### src/rtl/loader_pkg.sv
// Shared definitions for the receive-side sample loader: state encoding and
// default geometry of the sample memory.
package loader_pkg;

   localparam int          DEF_ADDR_WIDTH = 16;
   localparam logic [15:0] DEF_LAST_ADDR  = 16'hFFFF;

   // 3-bit state codes, also visible on the debug state output
   localparam logic [2:0] S_IDLE      = 3'd0;
   localparam logic [2:0] S_WAIT_BYTE = 3'd1;
   localparam logic [2:0] S_WRITE     = 3'd2;
   localparam logic [2:0] S_INCR      = 3'd3;
   localparam logic [2:0] S_DONE      = 3'd4;

   typedef enum logic [2:0] {
      ST_IDLE      = S_IDLE,
      ST_WAIT_BYTE = S_WAIT_BYTE,
      ST_WRITE     = S_WRITE,
      ST_INCR      = S_INCR,
      ST_DONE      = S_DONE
   } state_t;

endpackage

### src/rtl/idle_timer.sv
// Inter-byte idle counter for the loader. Only instantiated when the
// RX_TIMEOUT_EN macro is defined.
module idle_timer #(
   parameter int TIMEOUT_CYCLES = 5_000_000,
   parameter int TO_WIDTH       = 23
) (
   input  logic iClock,
   input  logic iReset,
   input  logic iClear,
   input  logic iEnable,
   output logic oExpired
);

   logic [TO_WIDTH-1:0] r_count;
   logic                w_at_limit;

   assign w_at_limit = (r_count == TO_WIDTH'(TIMEOUT_CYCLES - 1));
   assign oExpired   = iEnable && w_at_limit;

   // Count enabled idle cycles, saturating at the limit; clear has priority
   always_ff @(posedge iClock or negedge iReset) begin
      if (!iReset) begin
         r_count <= '0;
      end else if (iClear) begin
         r_count <= '0;
      end else if (iEnable && !w_at_limit) begin
         r_count <= r_count + TO_WIDTH'(1);
      end
   end

endmodule

### src/rtl/rx_loader.sv
// Receive-side sample loader: writes bytes from uart_rx sequentially into
// sample memory from address 0 to LAST_ADDR, with a one-byte pending slot
// to absorb bytes that arrive while a write is in progress.
// Optional feature macro: RX_TIMEOUT_EN (inter-byte idle timeout).
//
// Strobe semantics: iRxDone is a one-cycle strobe with iRxData valid in the
// same cycle; there is no back-pressure, so a byte that finds both the
// datapath and the pending slot busy is dropped and flagged on oOverrun.
// oWrEn is a one-cycle write strobe with oAddress/oData stable alongside.
module rx_loader
   import loader_pkg::*;
#(
   parameter int                    ADDR_WIDTH     = DEF_ADDR_WIDTH,
   parameter logic [ADDR_WIDTH-1:0] LAST_ADDR      = ADDR_WIDTH'(DEF_LAST_ADDR)
`ifdef RX_TIMEOUT_EN
   ,
   parameter int                    TIMEOUT_CYCLES = 5_000_000,
   parameter int                    TO_WIDTH       = 23
`endif
) (
   input  logic                  iClock,
   input  logic                  iReset,
   input  logic                  iStart,
   input  logic [7:0]            iRxData,
   input  logic                  iRxDone,
   output logic [ADDR_WIDTH-1:0] oAddress,
   output logic [7:0]            oData,
   output logic                  oWrEn,
   output logic                  oBusy,
   output logic                  oLoadFinished,
   output logic                  oOverrun,
   output logic                  oTimeout,
   output logic [2:0]            oDbgState
);

   state_t                r_state;
   logic [ADDR_WIDTH-1:0] r_addr;
   logic [7:0]            r_data;
   logic                  r_wr_en;
   logic                  r_busy;
   logic                  r_finished;
   logic                  r_overrun;
   logic                  r_pend_valid;
   logic [7:0]            r_pend_data;
   logic                  w_slot_capture;

   // Bytes arriving while the datapath is busy go to the pending slot
   assign w_slot_capture = iRxDone && ((r_state == ST_WRITE) || (r_state == ST_INCR));

`ifdef RX_TIMEOUT_EN
   logic r_timeout;
   logic r_got_byte;
   logic w_tmr_clear;
   logic w_tmr_enable;
   logic w_tmr_expired;

   // Restart the idle window in IDLE (covers iStart) and on every accepted byte
   assign w_tmr_clear  = (r_state == ST_IDLE) ||
                         ((r_state == ST_WAIT_BYTE) && (r_pend_valid || iRxDone));
   assign w_tmr_enable = (r_state == ST_WAIT_BYTE) && r_got_byte;

   idle_timer #(
      .TIMEOUT_CYCLES (TIMEOUT_CYCLES),
      .TO_WIDTH       (TO_WIDTH)
   ) u_idle_timer (
      .iClock   (iClock),
      .iReset   (iReset),
      .iClear   (w_tmr_clear),
      .iEnable  (w_tmr_enable),
      .oExpired (w_tmr_expired)
   );

   assign oTimeout = r_timeout;
`else
   assign oTimeout = 1'b0;
`endif

   // Load sequencer, pending slot and all registered outputs
   always_ff @(posedge iClock or negedge iReset) begin
      if (!iReset) begin
         r_state      <= ST_IDLE;
         r_addr       <= '0;
         r_data       <= '0;
         r_wr_en      <= 1'b0;
         r_busy       <= 1'b0;
         r_finished   <= 1'b0;
         r_overrun    <= 1'b0;
         r_pend_valid <= 1'b0;
         r_pend_data  <= '0;
`ifdef RX_TIMEOUT_EN
         r_timeout    <= 1'b0;
         r_got_byte   <= 1'b0;
`endif
      end else begin
         r_wr_en    <= 1'b0;
         r_finished <= 1'b0;
         case (r_state)
            ST_IDLE: begin
               r_addr       <= '0;
               r_pend_valid <= 1'b0;
               if (iStart) begin
                  r_state   <= ST_WAIT_BYTE;
                  r_busy    <= 1'b1;
                  r_overrun <= 1'b0;
`ifdef RX_TIMEOUT_EN
                  r_timeout  <= 1'b0;
                  r_got_byte <= 1'b0;
`endif
               end
            end
            ST_WAIT_BYTE: begin
               if (r_pend_valid) begin
                  // Slot is older than any new strobe; a new strobe refills it
                  r_data       <= r_pend_data;
                  r_wr_en      <= 1'b1;
                  r_state      <= ST_WRITE;
                  r_pend_valid <= iRxDone;
                  if (iRxDone) begin
                     r_pend_data <= iRxData;
                  end
`ifdef RX_TIMEOUT_EN
                  r_got_byte <= 1'b1;
`endif
               end else if (iRxDone) begin
                  r_data  <= iRxData;
                  r_wr_en <= 1'b1;
                  r_state <= ST_WRITE;
`ifdef RX_TIMEOUT_EN
                  r_got_byte <= 1'b1;
`endif
               end
`ifdef RX_TIMEOUT_EN
               else if (w_tmr_expired) begin
                  r_state    <= ST_DONE;
                  r_finished <= 1'b1;
                  r_timeout  <= 1'b1;
               end
`endif
            end
            ST_WRITE: begin
               r_state <= ST_INCR;
            end
            ST_INCR: begin
               if (r_addr == LAST_ADDR) begin
                  r_state    <= ST_DONE;
                  r_finished <= 1'b1;
               end else begin
                  r_addr  <= r_addr + ADDR_WIDTH'(1);
                  r_state <= ST_WAIT_BYTE;
               end
            end
            ST_DONE: begin
               // Any byte still pending belongs to no address; drop it
               r_state      <= ST_IDLE;
               r_busy       <= 1'b0;
               r_addr       <= '0;
               r_pend_valid <= 1'b0;
            end
            default: begin
               r_state <= ST_IDLE;
               r_busy  <= 1'b0;
            end
         endcase

         if (w_slot_capture) begin
            if (r_pend_valid) begin
               r_overrun <= 1'b1;
            end else begin
               r_pend_valid <= 1'b1;
               r_pend_data  <= iRxData;
            end
         end
      end
   end

   assign oAddress      = r_addr;
   assign oData         = r_data;
   assign oWrEn         = r_wr_en;
   assign oBusy         = r_busy;
   assign oLoadFinished = r_finished;
   assign oOverrun      = r_overrun;
   assign oDbgState     = r_state;

endmodule

### config.mk
export PLATFORM = sky130hd
export DESIGN_NAME = rx_loader
export DESIGN_NICKNAME = d
export VERILOG_FILES = /design/src/rtl/loader_pkg.sv /design/src/rtl/idle_timer.sv /design/src/rtl/rx_loader.sv
export SDC_FILE = /design/constraint.sdc
export NUM_CORES = 1
export LEC_CHECK = 0
export BUFFER_PORTS_ARGS = -buffer_cell sky130_fd_sc_hd__buf_2
export CAP_MARGIN = 20
export CORE_MARGIN = 2
export CORE_UTILIZATION = 53
export CTS_BUF_LIST = sky130_fd_sc_hd__clkbuf_16
export DETAILED_ROUTE_END_ITERATION = 6
export HOLD_SLACK_MARGIN = 0.15
export PLACE_DENSITY = 0.89
export SLEW_MARGIN = 20
export SYNTH_ARGS = -nofsm -noshare
export SYNTH_HDL_FRONTEND = slang
export SYNTH_SLANG_ARGS = --single-unit
### constraint.sdc
create_clock -name iClock -period 2.45 [get_ports iClock]
set_input_delay 0.1225 -clock iClock [delete_from_list [all_inputs] [get_ports iClock]]
set_output_delay 0.1225 -clock iClock [all_outputs]
set_load 0.02 [all_outputs]
==> results of run 1 <==
## worst min-delay path by stage
stage	start	end	slack, ns	depth (start not counted)
floorplan	iReset	oAddress[0]$_DFFE_PN0P_	-0.17	0
global placement	iReset	r_pend_data[5]$_DFF_PN0_	0.28	1
detailed placement	iReset	r_pend_data[1]$_DFF_PN0_	0.28	1
CTS	iRxDone	r_pend_valid$_DFF_PN0_	0.16	3
global route	iRxDone	r_pend_valid$_DFF_PN0_	0.18	3
finish	iRxDone	r_pend_valid$_DFF_PN0_	0.16	3
## power breakdown
group	internal [mW]	switching, mW
Clock	0.365	0.230
Sequential	0.860	0.200
Combinational	0.363	0.495
## kinds of logic (layout without fill, tap and decap cells)
kind of cell               after synthesis  count (layout)
and+or+nand+nor                         69              69
AOI/OAI and AO/OA                       40              40
DFF                                     40              40
muxes                                   25              25
buffers and inverters                   18              66
adders and majority gates                1               1
other                                    1               1
## layout by cell type (no fill, tap or decap), drive strengths merged, types with 3 or more instances in the layout
cell,count
nand3,5
clkbuf,5
buf,43
dfrtp,40
a21oi,10
and4,4
nor4,3
nor2,8
mux2i,16
nor3,6
nand2,22
nand4,6
inv,7
o21ai,16
mux2,9
dlygate4sd3,10
o31ai,5
or4,6
## through the flow
stage          total power, mW  instance area (µm²)
5_1_grt                   2.69                 2430
4_1_cts                   2.53                 2430
6_report                  2.51                 2430
3_5_place_dp              1.91                 2200
2_1_floorplan             1.67                 1970
3_3_place_gp              1.86                 2200
## Yosys cell counts, types with 2 or more instances
cell	n	area [µm²]
sky130_fd_sc_hd__o21ai_1	2	10.0
sky130_fd_sc_hd__o31ai_1	5	37.5
sky130_fd_sc_hd__o21a_1	2	15.0
sky130_fd_sc_hd__clkbuf_1	8	30.0
sky130_fd_sc_hd__o211ai_1	2	15.0
sky130_fd_sc_hd__inv_1	6	22.5
sky130_fd_sc_hd__a21oi_1	10	50.1
sky130_fd_sc_hd__nor4_1	3	18.8
sky130_fd_sc_hd__and4_1	4	35.0
sky130_fd_sc_hd__buf_2	2	10.0
sky130_fd_sc_hd__nor3_1	6	30.0
sky130_fd_sc_hd__nor2_1	8	30.0
sky130_fd_sc_hd__nand2b_1	2	12.5
sky130_fd_sc_hd__or4_1	6	45.0
sky130_fd_sc_hd__nand4_1	5	31.3
sky130_fd_sc_hd__a31oi_1	2	12.5
sky130_fd_sc_hd__nand2_1	22	82.6
sky130_fd_sc_hd__nand3_1	5	25.0
sky130_fd_sc_hd__mux2i_1	16	160
sky130_fd_sc_hd__dfrtp_1	40	1000
sky130_fd_sc_hd__o21ai_0	14	70.1
sky130_fd_sc_hd__mux2_2	9	101
## worst min-delay path: stages
cell and delay, ns:
sky130_fd_sc_hd__buf_2 0.11, sky130_fd_sc_hd__nor2_1 0.07, sky130_fd_sc_hd__o21ai_0 0.08
## layout make-up
| class | instances | area, µm² |
|---|---|---|
| fillers | 270 | 1170 |
| clock inverters | 2 | 8.76 |
| clock buffers | 5 | 125 |
| repair buffers | 53 | 318 |
| multi-input cells | 136 | 896 |
| well taps | 48 | 60.1 |
| flip-flops and latches | 40 | 1000 |
| inverters | 6 | 22.5 |
## registers in the layout, indices dropped and copies added (netlist names)
name / count
oDbgState: 3
oWrEn: 1
oOverrun: 1
oAddress: 16
r_pend_valid: 1
oData: 8
oBusy: 1
oLoadFinished: 1
r_pend_data: 8
## repair_timing
action                                  CTS  global route
hold buffers                             10             0
hold endpoints to repair                 49             0
endpoints found under the setup margin    0             0
setup buffers                             0             0
## metal layers
metal | track usage | up-vias | share of wire
met5 | 0 | - | 0
met4 | 0.0931 | 0 | 0.023
met3 | 0.0365 | 10 | 0.033
met2 | 0.376 | 32 | 0.49
met1 | 0.291 | 798 | 0.46
li1 | - | 802 | -
==> results, run 1 <==
- The flow ran to the end, and the final reports show no timing, DRC or antenna violations.
- Entering global routing, the biggest net connects 41 pins.
- The fraction of synthesized cell area in xor and xnor cells is 0.
- The clock passes through at most 2 buffers.
- For this design the ratio of total power to cell area is 1030 nW/µm².
- The stage delay of the slowest cell on the critical path is 0.68 ns.
- Of the total synthesized cell area, the portion taken by full adders, half adders and majority gates is 0.00635.
- For this run, design rule violations remaining after detail routing come to 0.
- The post-synthesis cell area is 1970 µm².
- The area added between synthesis and finish is 23.4%.
- The actual transition at the worst max-transition pin is 0.875 ns.
- The first global-routing pass estimated 7.37 mm of wire.
- The number of detailed-route iterations in the first pass is 4.
- After synthesis, the share of flip-flops with an asynchronous set or reset is 1.00.
- The detailed router placed 1642 vias in this run.
- The worst IR drop on VDD is 0.000626 V.
- The detail route stage leaves a number of antenna-violating nets equal to 0.
- The worst setup slack for register-to-register paths is 0.34 ns.
- The count of clock tree sinks is 40.
- The number of hold violations in the final report came to 0.
- The post-synthesis area per instance is 10.2 µm².
- The die is 65.0 µm tall.
- After floorplanning, the core was divided into 22 placement rows.
- The compound-gate portion of the synthesized area is 0.119.
- The combinational family with the most area after synthesis is simple AND/OR/NAND/NOR gates.
- The timing endpoint of the critical path is oAddress[1]$_DFFE_PN0P_.
- For this run, the register share of the synthesized area comes to 0.508.
- The number of flops mapped to enable cells by yosys is 0.
- The post-synthesis share of cell area spent on and, or, nand and nor gates is 0.194.
- The number of different library cells used by synthesis comes to 37.
- The worst setup path is of the reg -> reg kind.
- Using the TritonRoute via totals, the vias-per-cell ratio works out to 5.66.
- The cell total after placement is 273.
- The number of cells in the finished layout apart from fillers is 290.
- The quantity of gates resized following cts is 0.
- The least setup slack across all paths after layout is 0.343 ns.
- The H-tree was split into 2 levels.
- The number of antenna violations at the first check in global routing is 0.
- Of the cells placed in the final design, the portion with a size suffix greater than 1 is 0.252.
- The synthesized design contains 40 register bits.
- The cell at the root of the clock tree is sky130_fd_sc_hd__clkbuf_16.
- The timing startpoint of the critical path is oAddress[0]$_DFFE_PN0P_.
- The tightest min-delay check is of the in -> reg type.
- The worst register-to-register path has a depth of 5.
- 0 antenna diodes ended up in the layout.
- The worst register-to-register path ends at oAddress[1]$_DFFE_PN0P_.
- The startpoint of the most critical register-to-register path is oAddress[0]$_DFFE_PN0P_.
- The critical path's slowest cell is sky130_fd_sc_hd__or4_1.
- Static timing analysis puts the maximum clock frequency at 475 MHz.
- The tool flagged a number of max-cap violations equal to 0.
- Global routing finished with a remaining overflow of 0.
- The share of the cycle needed by the critical path after routing is 0.860.
- The half-perimeter wire length of the detailed placement result is 2.93 mm.
- In the final design database the tool counted 255 nets.
- The data arrival time at the worst-slack endpoint is 2.31 ns.
- The worst pin sits at a relative slew slack of 0.417.
- The effective utilization at floorplan is 0.546.
- In this run the static leakage power is 1.16 nW.
- The final weighted congestion in routability-driven placement is 0.828.
- The most used flip-flop cell after synthesis is sky130_fd_sc_hd__dfrtp_1.
- The kind of capture point of the worst setup path is a register.
- The number of pins with negative max-slew slack in the final report is 0.
- Setup violations remaining at the end of the flow were counted as 0.
- The critical path depth is 5.
- For the worst-skew pair, the clock arrives at the later sink with an insertion delay of 0.28 ns.
- The number of DRC violations after detailed-routing iteration 0 is 116.
- The total routing usage reported by global routing is 0.225.
- The core region is 3610 µm².
- The count of buffers inserted at the top-level ports is 42.
- STA puts the critical path data required time at 2.65 ns.
- The post-CTS clock slew at the launch and capture registers of the worst setup and hold paths is 0.05 ns.
- The cell class contributing the biggest share of worst-path delay is simple AND/OR/NAND/NOR gates.
- TritonCTS built the clock tree.
- From left edge to right edge, the die measures 65.0 µm.
- The biggest fanout along the worst timing path is 7.
- The total die area is 4220 µm².
- Counting every net in the synthesized netlist gives 207.
- The number of buffers and inverters on the critical path is 0.
- Synthesis produced a netlist whose cell count is 194.
- During I/O placement, the number of pins put on the boundary was 44.
- The count of warnings emitted by yosys is 0.
- The final wirelength is 4.32 mm.
- The final core utilization is 0.674.
- The worst hold slack is 0.157 ns.
- Summed over all failing endpoints, the final setup total negative slack is 0 ns.
- Clock tree synthesis inserted a total of 5 buffers.
- Clock skew on the completed layout was measured at 0.00175 ns.
- The via count of the first global-routing pass was 1598.
- Of the post-synthesis cell area, the part taken by muxes is 0.133.
- OpenSTA, run right after detailed placement, puts the worst setup slack at 0.425 ns.
- The clock period minus final worst setup slack is 2.11 ns.
- Dividing the detail-routed wire length by the instance count gives 14.9 µm.
- STA classifies the critical path startpoint as a register.
- The signal on the critical path passes through ha_1 > nand3_1 > or4_1 > o21ai_1 > mux2i_1.
- Setup repair after global routing left no endpoint under its margin.
No activity file was read; power rests on OpenSTA's default activity.
==> run 2, diff against run 1 <==
--- a/config.mk
+++ b/config.mk
@@ -5,14 +5,15 @@
 export SDC_FILE = /design/constraint.sdc
 export NUM_CORES = 1
 export LEC_CHECK = 0
+export ABC_AREA = 1
 export BUFFER_PORTS_ARGS = -buffer_cell sky130_fd_sc_hd__buf_2
 export CAP_MARGIN = 20
 export CORE_MARGIN = 2
-export CORE_UTILIZATION = 53
+export CORE_UTILIZATION = 54
 export CTS_BUF_LIST = sky130_fd_sc_hd__clkbuf_16
 export DETAILED_ROUTE_END_ITERATION = 6
 export HOLD_SLACK_MARGIN = 0.15
-export PLACE_DENSITY = 0.89
+export PLACE_DENSITY = 0.9
 export SLEW_MARGIN = 20
 export SYNTH_ARGS = -nofsm -noshare
 export SYNTH_HDL_FRONTEND = slang
==> run 2 against run 1 <==
Against the previous run: global-route usage up 1.7 points; clock skew up 0.0024 ns; critical path type unchanged; critical path depth up 4; maximum frequency up 21%; utilization up 2.0 points; final cell count up 28%; hold slack better by 0.33 ns; worst setup slack better by 0.37 ns; sequential cell count unchanged; synthesized cell count up 39%.
==> results, run 2 <==
- The area growth from synthesis to layout is 22.7%.
- For this run, the number of Yosys warnings is 0.
- Power comes to 2.58 mW.
- Setup violations remaining at the end of the flow were counted as 0.
- The final wirelength is 4.62 mm.
- The effective utilization at floorplan is 0.566.
- Of the total synthesized cell area, the portion taken by full adders, half adders and majority gates is 0.00600.
- The later pin in the worst-skew pair is clocked with a latency of 0.28 ns.
- The portion of synthesized area spent on multiplexers is 0.
- The count of clock tree sinks is 40.
- The area occupied by multi-input gates is 937 µm².
- The share of flip-flops with an asynchronous set or reset after synthesis is 1.00.
- The number of cells produced by synthesis is 269.
- In the post-synthesis netlist, the biggest area contributors are sky130_fd_sc_hd__dfrtp_1 48%, sky130_fd_sc_hd__nand2_1 17%, sky130_fd_sc_hd__nor2_1 5.6%.
- Of the total synthesized cell area, the portion taken by AND, OR, NAND and NOR gates is 0.337.
- The share of final-layout standard cells stronger than drive strength 1 is 0.201.
- In this run the register-to-register setup slack is 0.71 ns.
- The unique cell type count in the Yosys netlist is 32.
- The total power density per cell area is 1010 nW/µm².
- The worst setup path is captured at a register.
- The flip-flop count of the largest register after layout is 16.
- The overall die width is 66.2 µm.
- The capture endpoint of the worst hold path is oOverrun$_DFF_PN0_.
- The most common library cell in the layout ignoring fill and taps is sky130_fd_sc_hd__nand2_1.
- The total number of nets in the final design is 336.
- The area of the core is 3690 µm².
- Across the routed clock network, the largest skew measured is 0.00420 ns.
- Of the total synthesized cell area, the portion taken by XOR and XNOR cells is 0.0210.
- In this run, CTS created clock tree buffers numbering 5.
- The biggest area contributor in the post-synthesis netlist is sky130_fd_sc_hd__dfrtp_1.
- The compound-gate portion of the synthesized area is 0.0833.
- The commonest cells after synthesis are 96 x sky130_fd_sc_hd__nand2_1, 40 x sky130_fd_sc_hd__dfrtp_1, 31 x sky130_fd_sc_hd__nor2_1, 18 x sky130_fd_sc_hd__inv_1.
- The share of the cycle needed by the critical path after routing is 0.710.
- The via count of the first global-routing pass was 1859.
- Summing every instance area after synthesis gives 2090 µm².
- The congestion estimate from routability-driven global placement came to 0.911.
- Data on the critical path arrives at its endpoint at 1.90 ns.
- Using the TritonRoute via totals, the vias-per-cell ratio works out to 5.27.
- Of the post-synthesis cell area, the dominant cell type holds 0.480.
- The total routing usage reported by global routing is 0.243.
- After detailed routing, the average wire length per cell comes to 12.5 µm.
- In the layout the commonest cells are 96 x sky130_fd_sc_hd__nand2_1, 42 x sky130_fd_sc_hd__buf_2, 40 x sky130_fd_sc_hd__dfrtp_1.
- In the routed design, unresolved DRC markers number 0.
- The post-CTS clock slew at the launch and capture registers of the worst setup and hold paths is 0.06 ns.
- Synthesis produced a netlist with a net count of 282.
- The count of nets left with antenna violations once routing finished came out at 0.
- In this run, post-CTS repair resized a total of 0 instances.
- The longest clock path from root to sink contains 2 buffers.
- The number of detailed-route iterations in the first pass is 4.
- The global-route wire length before repair is 8.03 mm.
- The number of antenna violations at the first check in global routing is 0.
- The cell depth of the worst flop-to-flop path is 9.
- The die covers 4380 µm².
- For this run, the top clock speed supported by timing is 575 MHz.
- By instance count, the cell type seen most on the critical path is sky130_fd_sc_hd__nor2_1.
- The setup TNS after final layout is 0 ns.
- The cell at the root of the clock tree is sky130_fd_sc_hd__clkbuf_16.
- After the first detailed-routing iteration, the DRC count stood at 110.
- The critical path's slowest cell is sky130_fd_sc_hd__dfrtp_1.
- At the pin with the least slew margin, the transition time is 0.859 ns.
- The sum of overflow across all layers after global routing is 0.
- The worst hold path passes through 2 cells.
- The most frequent cell after synthesis is sky130_fd_sc_hd__nand2_1.
- The max-capacitance violation count is 0.
- The worst IR drop on VDD is 0.000782 V.
- The capturing point of the worst reg2reg path is oAddress[0]$_DFFE_PN0P_.
- The leakage power figure is 1.29 nW.
- The post-synthesis area per instance is 7.76 µm².
- The boundary pin count is 44.
- The number of H-tree levels is 2.
- The combinational family with the most area after synthesis is simple AND/OR/NAND/NOR gates.
- Entering global routing, the biggest net connects 41 pins.
- The post-synthesis register bit count is 40.
- In this run, synthesis inferred 0 flip-flops with an integrated enable.
- The count of buffers inserted at the top-level ports is 42.
- The clock tree from TritonCTS is yes.
- Detailed routing inserted a total of 1955 vias.
- The worst setup path category is reg -> reg.
- The prevailing post-synth register cell is sky130_fd_sc_hd__dfrtp_1.
- The half-perimeter wire length of the detailed placement result is 3.24 mm.
- STA classifies the critical path startpoint as a register.
- The startpoint of the most critical register-to-register path is oAddress[0]$_DFFE_PN0P_.
- The worst-case headroom to the max-slew limit is 0.427.
- The number of hold violations in the final report came to 0.
- The number of pins with negative max-slew slack in the final report came to 0.
- The total area of sequential cells is 1000 µm².
- At the worst endpoint, the required time is 2.61 ns.
- In this run the vertical extent of the chip is 66.2 µm.
- Setup repair after global routing left no endpoint under its margin.
- The largest single stage delay on the critical path is 0.44 ns.
- The clock period minus final worst setup slack is 1.74 ns.
- The antenna diode count is 0.
- The site row count is 22.
- In this run the worst path has a maximum fanout of 12.
- The worst hold path belongs to the class reg -> reg.
- The flow ran to the end, and the final reports show no timing, DRC or antenna violations.
- The startpoint of the lowest-slack hold path is oOverrun$_DFF_PN0_.
- The share of synthesized area occupied by flip-flops and latches is 0.480.
- Counting the fill cells in the layout gives 313.
- Traced cell by cell, the critical path runs through ha_1 > clkinv_1 > nor2_4 > nand2_4 > nor2_1 > nor2_1 > buf_4 > nor2_1 > a21oi_1.
[run 2: changes by cell type in the layout (fill, tap and decap cells not counted), moves of 5 or more]
cell / delta
sky130_fd_sc_hd__a21oi_1: -8
sky130_fd_sc_hd__a31oi_1: +6
sky130_fd_sc_hd__inv_1: +11
sky130_fd_sc_hd__mux2_2: -9
sky130_fd_sc_hd__mux2i_1: -16
sky130_fd_sc_hd__nand2_1: +74
sky130_fd_sc_hd__nand3_1: +7
sky130_fd_sc_hd__nand4_1: +7
sky130_fd_sc_hd__nor2_1: +23
sky130_fd_sc_hd__o21ai_0: -5
sky130_fd_sc_hd__o31ai_1: -5
sky130_fd_sc_hd__or4_1: -6
[run 2: worst max-delay path by stage]
| stage | from | to | slack [ns] | depth (start not counted) |
|---|---|---|---|---|
| 2_1_floorplan | oAddress[0]$_DFFE_PN0P_ | oAddress[15]$_DFFE_PN0P_ | 0.73 | 10 |
| 3_5_place_dp | oAddress[0]$_DFFE_PN0P_ | oAddress[0]$_DFFE_PN0P_ | 0.75 | 9 |
| 4_1_cts | oAddress[0]$_DFFE_PN0P_ | oAddress[0]$_DFFE_PN0P_ | 0.71 | 9 |
| 6_report | oAddress[0]$_DFFE_PN0P_ | oAddress[0]$_DFFE_PN0P_ | 0.71 | 9 |
| 5_1_grt | oAddress[0]$_DFFE_PN0P_ | oAddress[0]$_DFFE_PN0P_ | 0.54 | 9 |
| 3_3_place_gp | oAddress[0]$_DFFE_PN0P_ | oAddress[2]$_DFFE_PN0P_ | 0.84 | 9 |
[run 2: what timing repair did]
action | 4_1_cts | 5_1_grt
buffers inserted | 0 | 0
hold buffers | 11 | 0
endpoints found under the setup margin | 0 | 0
hold endpoints to repair | 58 | 0
[run 2: area by class of cell]
cell class / count / area share
clock buffers: 5 / 0.0489
clock inverters: 2 / 0.00293
inverters: 24 / 0.0371
multi-input cells: 197 / 0.366
flip-flops and latches: 40 / 0.391
well taps: 48 / 0.0234
repair buffers: 55 / 0.131
[run 2: logic make-up after synthesis]
logic type | Yosys count
other | 1
flip-flops | 40
AO/OA/AOI/OAI | 27
adder cells (fa/ha/maj) | 1
AND/OR/NAND/NOR | 163
buffers and inverters | 32
XOR/XNOR | 5
[run 2: power by group]
part / total [mW] / leakage (nW) / internal [mW] / switching, mW
Sequential: 0.965 / 0.508 / 0.849 / 0.116
Clock: 0.604 / 0.0648 / 0.364 / 0.241
Combinational: 1.01 / 0.713 / 0.314 / 0.695
Total: 2.58 / 1.29 / 1.53 / 1.05
[run 2: per-stage QoR]
stage          setup slack, ns  cells  hold slack [ns]  utilization  cell area [µm²]
6_report                 0.711    371            0.484        0.694             2560
5_1_grt                  0.545    371            0.514        0.694             2560
4_1_cts                  0.713    371            0.482        0.694             2560
3_5_place_dp             0.749    353            0.285        0.629             2320
3_3_place_gp             0.837    353            0.281        0.629             2320
2_1_floorplan            0.730    269           -0.173            -             2090
[run 2: worst max-delay path: cells and delay by family (launching register included)]
| family | cells | cell delay, ns |
|---|---|---|
| buf+inv | 2 | 0.32 |
| simple gates | 5 | 0.58 |
| compound gates | 1 | 0.05 |
| fa+ha+maj | 1 | 0.23 |
| flops | 1 | 0.44 |
[run 2: layer usage]
metal  GRT usage  part of all wire  vias to the layer above
li1            -                 -                      970
met1       0.294              0.42                      917
met2       0.415              0.51                       62
met3      0.0647             0.059                        6
met4      0.0867             0.014                        0
met5           0                 0                        -
